==> src/rtl/mem_bus_arbiter.sv <==
// rtl/mem_bus_arbiter.sv - round-robin arbiter for one shared memory port with a hung-cycle watchdog
module mem_bus_arbiter #(
    parameter int NREQ    = 2,
    parameter int AW      = 18,
    parameter int DW      = 18,
    parameter int TIMEOUT = 64
) (
    input  logic               clk,
    input  logic               rst_n,
    input  logic [NREQ-1:0]    req_valid,
    input  logic [NREQ-1:0]    req_we,
    input  logic [NREQ*AW-1:0] req_addr,
    input  logic [NREQ*DW-1:0] req_wdata,
    output logic [NREQ-1:0]    req_ready,
    output logic [NREQ-1:0]    rsp_valid,
    output logic               rsp_err,
    output logic [DW-1:0]      rsp_rdata,
    output logic               mem_req,
    output logic               mem_we,
    output logic [AW-1:0]      mem_addr,
    output logic [DW-1:0]      mem_wdata,
    input  logic               mem_ack,
    input  logic [DW-1:0]      mem_rdata
);

    localparam int PW = (NREQ > 1) ? $clog2(NREQ) : 1;
    localparam int CW = (TIMEOUT > 0) ? $clog2(TIMEOUT + 1) : 1;
    localparam logic [CW-1:0] CNT_LAST = (TIMEOUT > 0) ? CW'(TIMEOUT - 1) : '0;
    localparam logic [PW-1:0] LAST_IDX = PW'(NREQ - 1);

    typedef enum logic {S_IDLE, S_BUSY} state_t;

    state_t          r_state;
    state_t          w_state_nxt;
    logic [PW-1:0]   r_ptr;
    logic [PW-1:0]   r_owner;
    logic [CW-1:0]   r_cnt;
    logic            r_mem_we;
    logic [AW-1:0]   r_mem_addr;
    logic [DW-1:0]   r_mem_wdata;
    logic [NREQ-1:0] r_rsp_valid;
    logic            r_rsp_err;
    logic [DW-1:0]   r_rsp_rdata;

    logic            w_found;
    logic [PW-1:0]   w_winner;
    logic            w_accept;
    logic            w_busy;
    logic            w_timeout;
    logic [NREQ-1:0] w_owner_oh;

    // Round-robin search: first valid requester at or after the pointer, wrapping
    always_comb begin
        w_found  = 1'b0;
        w_winner = '0;
        for (int k = 0; k < NREQ; k++) begin
            if (!w_found && req_valid[(int'(r_ptr) + k) % NREQ]) begin
                w_found  = 1'b1;
                w_winner = PW'((int'(r_ptr) + k) % NREQ);
            end
        end
    end

    assign w_busy     = (r_state == S_BUSY);
    assign w_accept   = (r_state == S_IDLE) && w_found;
    // Watchdog fires only when no ack arrives in the last allowed cycle; ack wins a tie
    assign w_timeout  = (TIMEOUT != 0) && w_busy && !mem_ack && (r_cnt == CNT_LAST);
    assign w_owner_oh = NREQ'(1) << r_owner;

    // Grant is gated by reset so it drops the instant reset is asserted
    assign req_ready  = (rst_n && w_accept) ? (NREQ'(1) << w_winner) : '0;

    assign mem_req    = w_busy;
    assign mem_we     = r_mem_we;
    assign mem_addr   = r_mem_addr;
    assign mem_wdata  = r_mem_wdata;
    assign rsp_valid  = r_rsp_valid;
    assign rsp_err    = r_rsp_err;
    assign rsp_rdata  = r_rsp_rdata;

    // State register
    always_ff @(posedge clk or negedge rst_n) begin
        if (!rst_n) begin
            r_state <= S_IDLE;
        end else begin
            r_state <= w_state_nxt;
        end
    end

    // Next state: accept moves to BUSY, ack or watchdog expiry returns to IDLE
    always_comb begin
        w_state_nxt = r_state;
        case (r_state)
            S_IDLE: if (w_accept) w_state_nxt = S_BUSY;
            S_BUSY: if (mem_ack || w_timeout) w_state_nxt = S_IDLE;
            default: w_state_nxt = S_IDLE;
        endcase
    end

    // Command capture, round-robin pointer, watchdog counter and one-cycle response
    always_ff @(posedge clk or negedge rst_n) begin
        if (!rst_n) begin
            r_ptr       <= '0;
            r_owner     <= '0;
            r_cnt       <= '0;
            r_mem_we    <= 1'b0;
            r_mem_addr  <= '0;
            r_mem_wdata <= '0;
            r_rsp_valid <= '0;
            r_rsp_err   <= 1'b0;
            r_rsp_rdata <= '0;
        end else begin
            r_rsp_valid <= '0;
            r_rsp_err   <= 1'b0;
            r_rsp_rdata <= '0;
            if (w_accept) begin
                r_owner     <= w_winner;
                r_ptr       <= (w_winner == LAST_IDX) ? '0 : w_winner + 1'b1;
                r_mem_we    <= req_we[w_winner];
                r_mem_addr  <= req_addr[w_winner * AW +: AW];
                r_mem_wdata <= req_wdata[w_winner * DW +: DW];
                r_cnt       <= '0;
            end
            if (w_busy) begin
                if (mem_ack) begin
                    r_rsp_valid <= w_owner_oh;
                    r_rsp_rdata <= r_mem_we ? '0 : mem_rdata;
                end else if (w_timeout) begin
                    r_rsp_valid <= w_owner_oh;
                    r_rsp_err   <= 1'b1;
                end else if (TIMEOUT != 0) begin
                    r_cnt <= r_cnt + 1'b1;
                end
            end
        end
    end

endmodule

==> config.mk <==
export PLATFORM = sky130hd
export DESIGN_NAME = mem_bus_arbiter
export DESIGN_NICKNAME = d
export VERILOG_FILES = /design/src/rtl/mem_bus_arbiter.sv
export SDC_FILE = /design/constraint.sdc
export NUM_CORES = 1
export LEC_CHECK = 0
export ABC_AREA = 0
export CORE_ASPECT_RATIO = 0.7
export CORE_MARGIN = 1.5
export CORE_UTILIZATION = 35
export CTS_BUF_LIST = sky130_fd_sc_hd__clkbuf_8
export DETAILED_ROUTE_END_ITERATION = 6
export GPL_TIMING_DRIVEN = 0
export PLACE_DENSITY = 0.75
export SYNTH_ARGS = -nofsm -noshare
export SYNTH_HDL_FRONTEND = slang
export SYNTH_SLANG_ARGS = --single-unit
export TNS_END_PERCENT = 10
==> constraint.sdc <==
create_clock -name clk -period 2.3 [get_ports clk]
set_input_delay 0.46 -clock clk [delete_from_list [all_inputs] [get_ports clk]]
set_output_delay 0.46 -clock clk [all_outputs]
set_load 0.02 [all_outputs]
---- Word level (Yosys, flattened, before mapping) ----
Cells that the tools add are included.
word-level totals
  register bits after elaboration ......... 68
  bits of input ports ..................... 97
  output and inout bits ................... 61
  word-level logic and storage cells ...... 61
operators by class
  bitwise operators ....................... 2
  shifts and indexed selects .............. 4
  add/subtract/negate cells ............... 3
  multiply operators ...................... 1
  reductions and logical operators ........ 8
  mux-type cells .......................... 29
  eq/ne operators ......................... 1
  $lt $le $gt $ge ......................... 3
operators by type and width
  operator                                             number
  variable part select 36 x 7 -> 18 bit                2
  2-to-1 mux 18 bit                                    3
  2-to-1 mux 7 bit                                     4
  2-to-1 mux 1 bit                                     17
  2-to-1 mux 2 bit                                     4
  adder 7 x 1 -> 7 bit, second input constant          1
  equality test 7 x 6 -> 1 bit, second input constant  1
  logical AND 1 bit                                    5
  multiplier 1 x 4 -> 5 bit, second input constant     1
  < comparator 1 x 2 -> 1 bit, second input constant   2
  left shift 1 x 1 -> 2 bit, first input constant      2
  < comparator 2 x 3 -> 1 bit, second input constant   1
  adder 1 bit, second input constant                   2
  zero test 1 bit                                      2
  case mux 1 bit (2 select lines)                      1
  AND 1 bit, first input constant                      1
  logical OR 1 bit                                     1
  NOT 1 bit                                            1

---- Depth between registers and ports, before layout ----
Gate-level depths: netlist of the first run.
  depth in word-level cells ............... 12
  depth in mapped cells ................... 6
  gate-level depth less buffers ........... 5

---- Worst setup path after synthesis of the first run ----
OpenSTA, ideal clock, no wires.
  path kind ............................... register -> output
  from .................................... reg r_state, in the netlist mem_req
  to ...................................... out req_ready[0]
  arrival time ............................ 1397 ps
  data required time ...................... 1840 ps
  slack ................................... 443 ps
  path buffers ............................ 2
  cell stages (with the launch flop) ...... 5
  cells stage by stage .................... dfrtp_1 > a211oi_2 > buf_2 > buf_2 > and2_1
on the way
  longest elaborated chain between the ends .. 4
RTL lines
  item                    line  RTL
  from (decl)             33    state_t r_state;
  from (signal assigned)  86    r_state <= w_state_nxt;
  NOT 1 bit               -
  logical AND 1 bit       65    assign w_accept = (r_state == S_IDLE) && w_found;
  logical AND 1 bit       71    assign req_ready = (rst_n && w_accept) ? (NREQ'(1) << w_winner) : '0;
  2-to-1 mux 2 bit        71
  to (decl)               14    output logic [NREQ-1:0] req_ready,
Every way passes these cells.

---- Worst setup path after layout of the first run ----
  from .................................... reg r_state, in the netlist mem_req
  to ...................................... out req_ready[1]
The elaborated chain is that of the path after synthesis.

==> metrics.md, run 1 <==
| Metric | Value |
|---|---|
| Outcome | `complete, no violations` |
| Placed Cells incl. Taps | `471` |
| Top delay family on crit path | `buffers and inverters` |
| First-pass GRT wire length | `12.5 mm` |
| Synth Register Bits | `68` |
| Clock group share of total power | `21.0%` |
| H-Tree Depth | `3` |
| Grt met2 use | `between 30% and 40%` |
| Iter 0 DRT Violations | `between 200 and 250` |
| Layout Nets | `~480` |
| Crit path cell chain | `inv_2, o211a_1, buf_6, buf_6, and2_1, buf_2` |
| Grt met1 use | `~26%` |
| WL/cell | `15.9 um` |
| I/O Buffers | `157` |
| Leak | `2.16 nW` |
| RSZ-0062 raised after global routing | `no` |
| Inserted Clock Buffers | `9` |
| Critical path class | `reg2out` |
| FP Rows | `26` |
| Commonest cells after routing, fill and taps aside | `clkdlybuf4s50_1 (152), dfrtp_1 (67), inv_1 (41), a222oi_1 (37), and2_1 (20)` |
| CP max stage delay | `480 ps` |
| Final setup viols | `0` |
| Worst Slack Setup Final | `135 ps` |
| Post-Syn Area | `0.00267 mm2` |
| Die height | `76.1 um` |
| Worst Path Buf+Inv | `4` |
| Setup TNS | `0 ps` |
| Pre-CTS WS | `-703 ps` |
| Routability congestion estimate | `roughly 0.8` |
| Yosys cell types | `29` |
| Worst r2r dst | `r_cnt[0]` |
| Worst-case clock buffer depth | `2` |
| Largest net degree at the start of global routing | `71` |
| Setup slack, reg-to-reg | `680 ps` |
| Seq/Total Area, Yosys | `between 60% and 70%` |
| Synth Instances | `around 220` |
| Post-CTS Hold Fix Bufs | `0` |
| R2r worst-path depth | `5` |
| Sink Count | `68` |
| Fin cells | `488` |
| Synth Area per Inst | `12.4 um2` |
| Reg2Reg Launch Point | `r_cnt[0]` |
| Net Sw Frac | `roughly 34%` |
| Ant. Diodes | `0` |
| DRT antenna net count | `0` |
| NetSw | `1.61 mW` |
| Initial Utilization | `36.3%` |
| Clock Latency Late Sink | `320 ps` |
| Min-Delay Path Class | `in2async` |
| Worst setup EP type | `output pin` |
| Async SR Flop Fraction | `100%` |
| Most common cell after layout, fill and taps aside | `clkdlybuf4s50_1` |
| Total grt overflow | `0` |
| Final Max Tran Viols | `0` |
| Busiest metal layer after global routing | `met2` |
| CP Max Fanout | `10` |
| Share of layout cells above drive strength 1 | `under 10%` |
| Final Hold Vio Count | `0` |
| Sequential power share | `a little under two fifths` |
| Worst EP required | `1840 ps` |
| Yosys warns | `0` |
| Post-synth EDFFs | `0` |
| CTS root buf | `clkbuf_8` |
| # DRC | `0` |
| Maxcap violations | `0` |
| Antenna violations before repair | `0` |
| Crit path launch type | `register` |
| Dpl hpwl | `about 5.7 mm` |
| Period minus WS final | `2170 ps` |
| Die footprint | `0.00817 mm2` |
| Tcrit/Tclk final | `94.1%` |
| Most used cell, CP | `buf_6` |
| Worst Tran Pin Value | `839 ps` |
| Vias in the first global route | `2474` |
| Max_slew headroom | `44.1%` |
| Post-route total power | `4.68 mW` |
| CP arrival | `1710 ps` |
| Met3 usage | `6.93%` |
| Syn nets | `314` |
| Total length of routed wires | `7.75 mm` |
| Comb pwr share | `41.1%` |
| # IOs | `158` |
| Area growth syn-to-layout | `71.5%` |
| Peak VDD IR | `0.551 mV` |
| CTS tree | `yes` |
| Critical-path top delay cell | `dfrtp_2` |
| Internal power | `3.07 mW` |
| Chip Width | `107 um` |
| Final setup skew | `4.53 ps` |
| Clock transition at the registers of the reported paths | `70 ps` |
| Highest clock rate | `462 MHz` |
| Predominant post-synthesis flop cell | `dfrtp_1` |
| Core area | `0.00735 mm2` |
| Pwr dens | `1020 mW/mm2` |
| Pre-antenna DRT Iters | `5` |
| Total track usage | `19.7%` |
| Vias | `2385` |
| Vias per std cell | `4.89` |
sequential cells by signal, summed over array words and instances (netlist names):
name	cells
mem_addr	18
mem_wdata	18
rsp_rdata	18
r_cnt	7
rsp_valid	2
mem_req	1
mem_we	1
r_owner	1
r_ptr	1
rsp_err	1
worst max path at each step:
stage | depth (start not counted) | slack [ps] | endpoint | from
2_1_floorplan | 4 | 440 | req_ready[0] | mem_req
3_3_place_gp | 3 | -2310 | req_ready[1] | rst_n
3_5_place_dp | 7 | -700 | req_ready[0] | req_valid[0]
4_1_cts | 6 | 80 | req_ready[1] | mem_req
5_1_grt | 6 | 40 | req_ready[1] | mem_req
6_report | 6 | 130 | req_ready[1] | mem_req
layer usage:
metal,wire length (um),up-vias
met5,0,-
met4,102,0
met3,702,10
met2,3560,109
met1,3380,1150
li1,-,1116
power by group through the flow:
stage          Combinational (mW)  Sequential [mW]  Clock, mW
6_report                     1.92             1.77      0.981
5_1_grt                      2.07             1.82       1.07
4_1_cts                      1.94             1.77       1.02
3_5_place_dp                 1.92             1.78          0
3_3_place_gp                 1.90             1.76          0
2_1_floorplan               0.509             2.16          0
area by class of cell:
class                      count  area [um2]
timing repair buffer         158        1560
sequential                    68        1700
multi-input combinational     93         756
inverter                      42         158
clock inverter                 5        51.3
clock buffer                  11         151
fill                         629        2770
buffer                        13        76.3
tap                           98         123
repair_timing:
action                     in CTS  in global routing
setup endpoints to repair       2                  1
pin swaps                       1                  0
buffers inserted                1                  0
gates resized for setup        15                  1
logic make-up (layout without fill, tap and decap cells):
group                    after synthesis  count (layout)  share of synthesized area [%]
flip-flops                            68              68                           63.7
buffers and inverters                 55             229                           8.29
AO/OA/AOI/OAI                         50              50                           17.8
AND/OR/NAND/NOR                       37              37                           8.01
XOR/XNOR                               4               4                           1.31
adder cells (fa/ha/maj)                1               1                          0.468
multiplexers                           1               1                          0.422
through the flow:
step	utilization, %	hold slack, ps	cell area, um2
global route	62.3	310	4580
CTS	62.3	262	4580
finish	62.3	243	4580
global placement	59.4	443	4370
detailed placement	59.3	448	4360
floorplan	-	164	2670
Yosys cell counts (2+ instances only):
| cell | instances | share of area (%) |
|---|---|---|
| inv_1 | 40 | 5.6 |
| nand2_1 | 4 | 0.56 |
| xnor2_1 | 3 | 0.98 |
| a222oi_1 | 37 | 14 |
| nor2_1 | 5 | 0.70 |
| inv_2 | 2 | 0.28 |
| dfrtp_1 | 68 | 64 |
| clkbuf_1 | 8 | 1.1 |
| nand3_1 | 2 | 0.37 |
| o21ai_0 | 2 | 0.37 |
| nand2b_1 | 2 | 0.47 |
| and2_1 | 20 | 4.7 |
| a21o_1 | 2 | 0.56 |
| buf_2 | 3 | 0.56 |
| a22o_1 | 4 | 1.3 |
worst reg2reg max path, stage by stage, from the launching register on:
cell     delay [ps]
dfrtp_1         410
ha_1            250
nand4_1         170
o21a_1          310
nor2b_4         100
mux2_2          270
Power figures use the tool's default switching activity.
==> inputs of run 2 (changes only) <==
--- a/config.mk
+++ b/config.mk
@@ -9,7 +9,7 @@
 export CORE_ASPECT_RATIO = 0.7
 export CORE_MARGIN = 1.5
 export CORE_UTILIZATION = 35
-export CTS_BUF_LIST = sky130_fd_sc_hd__clkbuf_8
+export CTS_BUF_LIST = sky130_fd_sc_hd__clkbuf_2 sky130_fd_sc_hd__clkbuf_4 sky130_fd_sc_hd__clkbuf_8
 export DETAILED_ROUTE_END_ITERATION = 6
 export GPL_TIMING_DRIVEN = 0
 export PLACE_DENSITY = 0.75
==> run 2 against run 1 <==
Against the previous run:
- first-iteration DRC count shrank 5.3%
- total power rose by 0.41%
- non-clock buffer count unchanged
- clock skew increased by 0.86 ps
- sequential power barely moved
- clock-buffer cell count increased by 1
- critical path depth unchanged
- wire length grew 0.10%
- combinational power barely moved
- flip-flop and latch count unchanged
- worst setup slack improved by 3.0 ps
- largest power group unchanged
- fmax increased by 0.14%
==> metrics.md, run 2 (synthesis results as in run 1) <==
| Metric | Value |
|---|---|
| Outcome | `complete, no violations` |
| I/O Buffers | `157 (unchanged)` |
| Iter 0 DRT Violations | `213 (-5.3%)` |
| RSZ-0062 raised after global routing | `no` |
| Inserted Clock Buffers | `9 (unchanged)` |
| Final Util | `62.4% (about the same)` |
| Period minus WS final | `2160 ps (-3.01 ps)` |
| # IOs | `158 (unchanged)` |
| Peak VDD IR | `0.551 mV (about the same)` |
| CP Max Fanout | `10 (unchanged)` |
| Post-CTS Hold Fix Bufs | `0 (unchanged)` |
| Sink Count | `68 (unchanged)` |
| Most used cell, CP | `buf_6` |
| Crit path cell chain | `inv_2, o211a_1, buf_6, buf_6, and2_1, buf_2` |
| Worst-case clock buffer depth | `2 (unchanged)` |
| Critical-path top delay cell | `dfrtp_2` |
| Final Hold Vio Count | `0 (unchanged)` |
| Vias | `2387 (+0.084%)` |
| Worst Tran Pin Value | `847 ps (+8.33 ps)` |
| CP arrival | `1700 ps (about the same)` |
| Antenna violations before repair | `0 (unchanged)` |
| CTS root buf | `clkbuf_8` |
| FP Rows | `26 (unchanged)` |
| Die height | `76.1 um (unchanged)` |
| Top delay family on crit path | `buffers and inverters` |
| Core area | `0.00735 mm2 (unchanged)` |
| Highest clock rate | `463 MHz (+0.14%)` |
| Fillers | `626 (-0.48%)` |
| Worst Path Buf+Inv | `4 (unchanged)` |
| Final Max Tran Viols | `0 (unchanged)` |
| Maxcap violations | `0 (unchanged)` |
| H-Tree Depth | `3 (unchanged)` |
| Layout Nets | `483 (unchanged)` |
| Crit path launch type | `register` |
| CP max stage delay | `480 ps (about the same)` |
| Pre-antenna DRT Iters | `7 (+2)` |
| Leak | `2.16 nW (about the same)` |
| FF/Latch Area | `0.00170 mm2 (unchanged)` |
| Worst setup EP type | `output pin` |
| Pwr dens | `1020 mW/mm2 (+0.33%)` |
| CTS tree | `yes` |
| # DRC | `0 (unchanged)` |
| Largest net degree at the start of global routing | `71 (unchanged)` |
| Vias per std cell | `4.89 (about the same)` |
| First-pass GRT wire length | `12.5 mm (unchanged)` |
| Total length of routed wires | `7.76 mm (+0.10%)` |
| Total track usage | `19.8% (+0.040 points)` |
| Total grt overflow | `0 (unchanged)` |
| Dpl hpwl | `5.70 mm (unchanged)` |
| Area taken by multi-input logic gates | `756 um2 (unchanged)` |
| Worst EP required | `1840 ps (about the same)` |
| Area growth syn-to-layout | `71.7% (about the same)` |
| Final setup skew | `5.39 ps (+0.860 ps)` |
| Most common cell after layout, fill and taps aside | `clkdlybuf4s50_1` |
| Tcrit/Tclk final | `94.0% (-0.13 points)` |
| Routability congestion estimate | `0.799 (unchanged)` |
| DRT antenna net count | `0 (unchanged)` |
| Die footprint | `0.00817 mm2 (unchanged)` |
| Final setup viols | `0 (unchanged)` |
| Vias in the first global route | `2468 (-0.24%)` |
| Critical path class | `reg2out` |
| Ant. Diodes | `0 (unchanged)` |
| Min-Delay Path Class | `in2async` |
| Commonest cells after routing, fill and taps aside | `clkdlybuf4s50_1 (152), dfrtp_1 (67), inv_1 (40), a222oi_1 (37), and2_1 (20)` |
| Clock Latency Late Sink | `320 ps (about the same)` |
| Clock transition at the registers of the reported paths | `70 ps (about the same)` |
| WL/cell | `15.9 um (+0.10%)` |
| Initial Utilization | `36.3% (unchanged)` |
| WHS | `234 ps (-9.59 ps)` |
| Chip Width | `107 um (unchanged)` |
| Share of layout cells above drive strength 1 | `7.95% (+0.26 points)` |
| Max_slew headroom | `43.5% (-0.56 points)` |
run 2: changes by cell type in the layout (fill, tap and decap cells not counted):
cell	change
inv_1	-1
clkbuf_4	+1
run 2: worst reg2reg max path, delay by kind of cell, from the launching register on:
kind,cells,cell delay [ps]
flops,1,410
mux,1,270
compound gates,1,310
fa+ha+maj,1,250
simple gates,2,270
run 2: worst paths after layout:
| kind | from | end | slack [ps] | depth (start not counted) |
|---|---|---|---|---|
| max | mem_req | req_ready[1] | 140 | 6 |
| min | rst_n | rsp_err | 230 | 1 |
| max reg2reg | r_cnt[0] | r_cnt[0] | 680 | 5 |
| min reg2reg | r_owner | rsp_valid[0] | 460 | 1 |
| max in group asynchronous | rst_n | mem_req | 1470 | 1 |
| min in group clk | r_owner | rsp_valid[0] | 460 | 1 |
run 2: final cells by class:
class	instances	area share, %
Multi-Input combinational cell	93	16.5
Sequential cell	68	37.1
Timing Repair Buffer	158	34.1
Clock inverter	4	1.04
Tap cell	98	2.67
Clock buffer	12	3.47
Inverter	42	3.44
Buffer	13	1.66
run 2: repair_timing:
item,CTS,global route
pin swaps,1,0
setup buffers,1,0
gates resized for setup,15,1
setup endpoints to repair,2,1
cloned,0,0
run 2: power by group:
group,leakage [nW],total (mW),internal [mW],switching (mW)
logic,1.18,1.92,0.966,0.954
registers,0.873,1.77,1.55,0.223
clock network,0.106,1.00,0.569,0.432
run 2: routing by layer:
metal  vias up  wire length (um)  share of wire [%]  track usage (%)
met1      1159              3390                 44             25.8
li1       1116                 -                  -                -
met5         -                 0                  0                0
met2       102              3570                 46             30.3
met4         0               112                1.4             6.45
met3        10               682                8.8             7.53
run 2: per-stage QoR:
stage | total power [mW] | cells | setup TNS [ps] | instance area (um2) | worst slack (ps)
3_3_place_gp | 3.67 | 471 | -109040 | 4370 | -2310
6_report | 4.69 | 488 | 0 | 4590 | 138
4_1_cts | 4.75 | 488 | 0 | 4580 | 82.6
5_1_grt | 4.97 | 488 | 0 | 4590 | 37.0
3_5_place_dp | 3.70 | 471 | -1150 | 4360 | -703
2_1_floorplan | 2.67 | 216 | 0 | 2670 | 443
==> inputs of run 3 (changes only) <==
--- a/config.mk
+++ b/config.mk
@@ -12,6 +12,7 @@
 export CTS_BUF_LIST = sky130_fd_sc_hd__clkbuf_2 sky130_fd_sc_hd__clkbuf_4 sky130_fd_sc_hd__clkbuf_8
 export DETAILED_ROUTE_END_ITERATION = 6
 export GPL_TIMING_DRIVEN = 0
+export HOLD_SLACK_MARGIN = 0.06
 export PLACE_DENSITY = 0.75
 export SYNTH_ARGS = -nofsm -noshare
 export SYNTH_HDL_FRONTEND = slang
==> results of run 3 <==
Final layout, timing and power as in run 2 (identical DEF).
==> edit 1: new RTL, flow settings as in run 3 <==
`TIMEOUT`: 64 -> 32.
--- a/src/rtl/mem_bus_arbiter.sv
+++ b/src/rtl/mem_bus_arbiter.sv
@@ -3,7 +3,7 @@
     parameter int NREQ    = 2,
     parameter int AW      = 18,
     parameter int DW      = 18,
-    parameter int TIMEOUT = 64
+    parameter int TIMEOUT = 32
 ) (
     input  logic               clk,
     input  logic               rst_n,
Behaviour: no difference found for any inputs over 10 cycles, from zero or initial values and one cycle with rst_n low; that may be too few to reach the edited logic, so the function may still have changed.
==> edit 1 against run 3 <==
- sequential cell count is 1 lower
- sequential power is 2% lower
- clock power is 24% higher
- setup slack better by 0.012 ns
- area after synthesis is 4.6% higher
- wire length is 3.4% higher
- register-to-register slack worse by 0.07 ns
- final cell count is 2.3% higher
- first-iteration DRC count is 67% lower
- total power is 7.5% higher
- final area is 4.5% higher
- critical path type unchanged
- largest cell class unchanged
==> edit 1: results (changes against run 3) <==
- Vias in the first global route: 2529 (+2.5%)
- # fillers: 648 (+3.5%)
- Final GP Congestion: 0.7250 (-9.3%)
- Dpl cell area: 4491 µm² (+2.9%)
- Wirelength per Cell: 16.08 µm (+1.2%)
- Tot GR Track Use: 0.1965 (-0.001087)
- Synthesis-to-layout area growth: 71.40%
- Worst Clk Skew: 0.006034 ns (+0.0006457 ns)
- Final Non-Filler Cells: 499 (+2.3%)
- Rel. slew slack: 0.4288 (-0.006206)
- Met3 Resource Use GR: 0.09412 (+0.01884)
- Post-Place Cells: 479 (+1.7%)
- Syn_area_per_cell: 12.65 µm² (+2.3%)
- Wire length on met3: 772 µm (+13%)
- Ranking of synthesized cells by area: dfrtp_1, a221o_1, and2_1
- Leakage: 2.114 nW (-2.1%)
- Met1 Use GR: 0.2311 (-0.02666)
- Worst setup slack after layout: 0.1495 ns (+0.01160 ns)
- Grt met2 use: 0.3137 (+0.01048)
- Syn_nets: 319 (+1.6%)
- Via-to-Cell Ratio: 4.888 (about the same)
- Status: finished, final reports clean
- Largest net degree at the start of global routing: 70 (-1.4%)
- Layout cells sized above 1: 0.08291 (+0.003427)
- Routed wl met2: 3774 µm (+5.7%)
- Crit-path slowest cell: dfrtp_1
- Peak VDD IR: 0.0004938 V (-10%)
- Final hold slack: 0.2255 ns (-0.008320 ns)
- Iteration-0 DRC Markers: 71 (-67%)
- List of most frequent post-synthesis cells: dfrtp_1, and2_1, a221o_1
- Final HPWL from detailed placement: 5872 µm (+3.0%)
- Nets: 491 (+1.7%)
- Reg2reg end: mem_addr[9]$_DFFE_PN0P_
- Setup Buffers After CTS: 2 (+1)
- CP max stage delay: 0.39 ns (-0.09 ns)
- Seq/Total Area, Yosys: 0.5998 (-0.03718)
## edit 1: layout make-up
| type | count | area, µm² | share of cell area |
|---|---|---|---|
| Inverter | 3 | 11.26 | 0.002350 |
| Multi-Input combinational cell | 137 | 1040 | 0.2170 |
| Clock inverter | 4 | 95.09 | 0.01985 |
| Clock buffer | 12 | 165.2 | 0.03447 |
| Timing Repair Buffer | 161 | 1589 | 0.3317 |
| Buffer | 14 | 87.58 | 0.01828 |
| Tap cell | 101 | 126.4 | 0.02638 |
| Sequential cell | 67 | 1677 | 0.3500 |
## edit 1: report_power, final
| part | total [W] | internal, W | switching (W) |
|---|---|---|---|
| combinational | 0.00207 | 0.00111 | 0.000964 |
| clock | 0.00124 | 0.000808 | 0.000434 |
| sequential | 0.00173 | 0.00153 | 0.000199 |
## edit 1: cells by family after synthesis
kind of cell	share of synthesized area
flops	0.5998
fa+ha+maj	0.004476
simple gates	0.1782
compound gates	0.1795
mux	0.007162
buf+inv	0.03089
==> edit 2: new RTL, settings of run 3 <==
Without the edit above. Put one more register stage on the output `rsp_err`. The value now appears one clock later. The other outputs are not delayed to match.
--- a/src/rtl/mem_bus_arbiter.sv
+++ b/src/rtl/mem_bus_arbiter.sv
@@ -75,7 +75,9 @@
     assign mem_addr   = r_mem_addr;
     assign mem_wdata  = r_mem_wdata;
     assign rsp_valid  = r_rsp_valid;
-    assign rsp_err    = r_rsp_err;
+    always_ff @(posedge clk) begin
+        rsp_err <= r_rsp_err;
+    end
     assign rsp_rdata  = r_rsp_rdata;
 
     // State register
Behaviour: no difference found for any inputs over 10 cycles, from zero or initial values and one cycle with rst_n low; that may be too few to reach the edited logic, so the function may still have changed.
==> edit 2 against run 3 <==
- register-to-register slack worse by 0.13 ns
- area after synthesis is 0.37% higher
- total power hardly changed
- synthesized cell count is 0.93% higher
- sequential power hardly changed
- wire length is 2.1% lower
- maximum frequency is 3.4% lower
- setup slack worse by 0.076 ns
- final cell count is 0.61% higher
- sequential share of layout area is 0.27 points higher
- final area is 0.38% higher
- sequential cell count is 1 higher
- critical path type is now in2out
==> edit 2: results (changes against run 3) <==
- Status: finished, final reports clean
- Clk root buf: clkbuf_8
- Worst Tran Pin Value: 0.8499 ns (+0.002476 ns)
- Post-Place Cells: 473 (+0.42%)
- Seq/Total Area, Yosys: 0.6421 (+0.005088)
- Tot GR Track Use: 0.1891 (-0.008450)
- Worst Clk Skew: 0.004408 ns (-0.0009809 ns)
- Synth Area in XOR/XNOR: 0 (-0.01311)
- Wirelength per Cell: 15.46 µm (-2.7%)
- Iteration-0 DRC Markers: 250 (+17%)
- Layout cells sized above 1: 0.08651 (+0.007027)
- Critical Path AT: 1.78 ns (+0.08 ns)
- Peak VDD IR: 0.0004406 V (-20%)
- Logic pwr share: 0.406 (-0.003)
- Syn_nets: 316 (+0.64%)
- List of most frequent post-synthesis cells: dfrtp_1, inv_1, a222oi_1
- Synthesis-to-layout area growth: 71.68% (about the same)
- Dpl cell area: 4373 µm² (+0.23%)
- Crit-path slowest cell: clkdlybuf4s50_1
- Final GP Congestion: 0.7373 (-7.8%)
- Synth Area in Compound Gates: 0.1885 (+0.01053)
- Vias in the first global route: 2441 (-1.1%)
- Post-synthesis adder-cell area fraction: 0.004666 (-0.00001749)
- Leakage: 2.146 nW (-0.61%)
- First-pass GRT wire length: 11950 µm (-4.4%)
- Async S/R FF share, synth: 0.9855 (-0.01449)
- Unique masters post-synth: 27 (-6.9%)
- Final HPWL from detailed placement: 5539 µm (-2.8%)
- Ranking of synthesized cells by area: dfrtp_1, a222oi_1, inv_1
- Via-to-Cell Ratio: 4.982 (+1.8%)
edit 2: cell types whose count changed in the layout (fill, tap and decap cells not counted), sizes merged, moves of 2 or more:
cell	change
buf	+5
a22o	-4
clkbuf	-3
nand3	+3
xnor2	-3
clkdlybuf4s50	+2
dlygate4sd2	-2
nand2b	-2
o211ai	+2
o311ai	+2
o31ai	+2
edit 2: layout make-up:
cell class | count | share of cell area
well taps | 98 | 0.02664
clock inverters | 5 | 0.01278
clock buffers | 11 | 0.03289
inverters | 43 | 0.03506
plain buffers | 14 | 0.01740
multi-input cells | 91 | 0.1566
repair buffers | 160 | 0.3447
flip-flops and latches | 69 | 0.3740
edit 2: power groups by stage:
stage | combinational, W | clock [W] | sequential (W)
6_report | 0.00191 | 0.00101 | 0.00177
5_1_grt | 0.00205 | 0.00111 | 0.00182
4_1_cts | 0.00192 | 0.00105 | 0.00177
3_5_place_dp | 0.00191 | 0 | 0.00178
3_3_place_gp | 0.00188 | 0 | 0.00177
2_1_floorplan | 0.000501 | 0 | 0.00217
edit 2: path summary, 6_finish.rpt:
kind,start,endpoint,slack (ns),depth (start not counted)
min in group clk,r_rsp_err$_DFF_PN0_,rsp_err$_DFF_P_,0.35,0
setup / recovery,req_valid[0],req_ready[0],0.06,7
hold reg to reg,r_rsp_err$_DFF_PN0_,rsp_err$_DFF_P_,0.35,0
setup reg to reg,mem_req$_DFF_PN0_,mem_addr[3]$_DFFE_PN0P_,0.55,6
max in group asynchronous,rst_n,mem_addr[1]$_DFFE_PN0P_,1.51,1
hold / removal,rst_n,r_rsp_err$_DFF_PN0_,0.23,1
edit 2: cell families (layout without fill, tap and decap cells):
kind of cell / after synthesis / in the layout
buffers and inverters: 58 / 233
DFF: 69 / 69
and+or+nand+nor: 36 / 36
adders and majority gates: 1 / 1
AOI/OAI and AO/OA: 54 / 54
edit 2: stage by stage:
stage / TNS (ns) / hold slack [ns] / setup WS (ns)
2_1_floorplan: 0 / 0.1644 / 0.4759
3_3_place_gp: -109.29 / 0.3272 / -2.326
3_5_place_dp: -1.047 / 0.3321 / -0.6264
4_1_cts: 0 / 0.2610 / 0.03226
5_1_grt: 0 / 0.2857 / 0.0002336
6_report: 0 / 0.2285 / 0.06242
edit 2: timing repair:
action	4_1_cts	5_1_grt
pin swaps	1	1
resized for setup	13	0
setup endpoints to repair	2	1
setup buffers	2	1
edit 2: routing by layer:
layer,track usage,up-vias,share of wire
met5,0,-,0
met4,0.05658,0,0.011
met3,0.08298,8,0.097
met2,0.2968,119,0.46
met1,0.2363,1182,0.43
li1,-,1137,-
edit 2: worst max-delay path, delay by kind of cell:
family | cells | cell delay, ns
and+or+nand+nor | 1 | 0.13
buffers and inverters | 5 | 0.97
AOI/OAI and AO/OA | 1 | 0.20
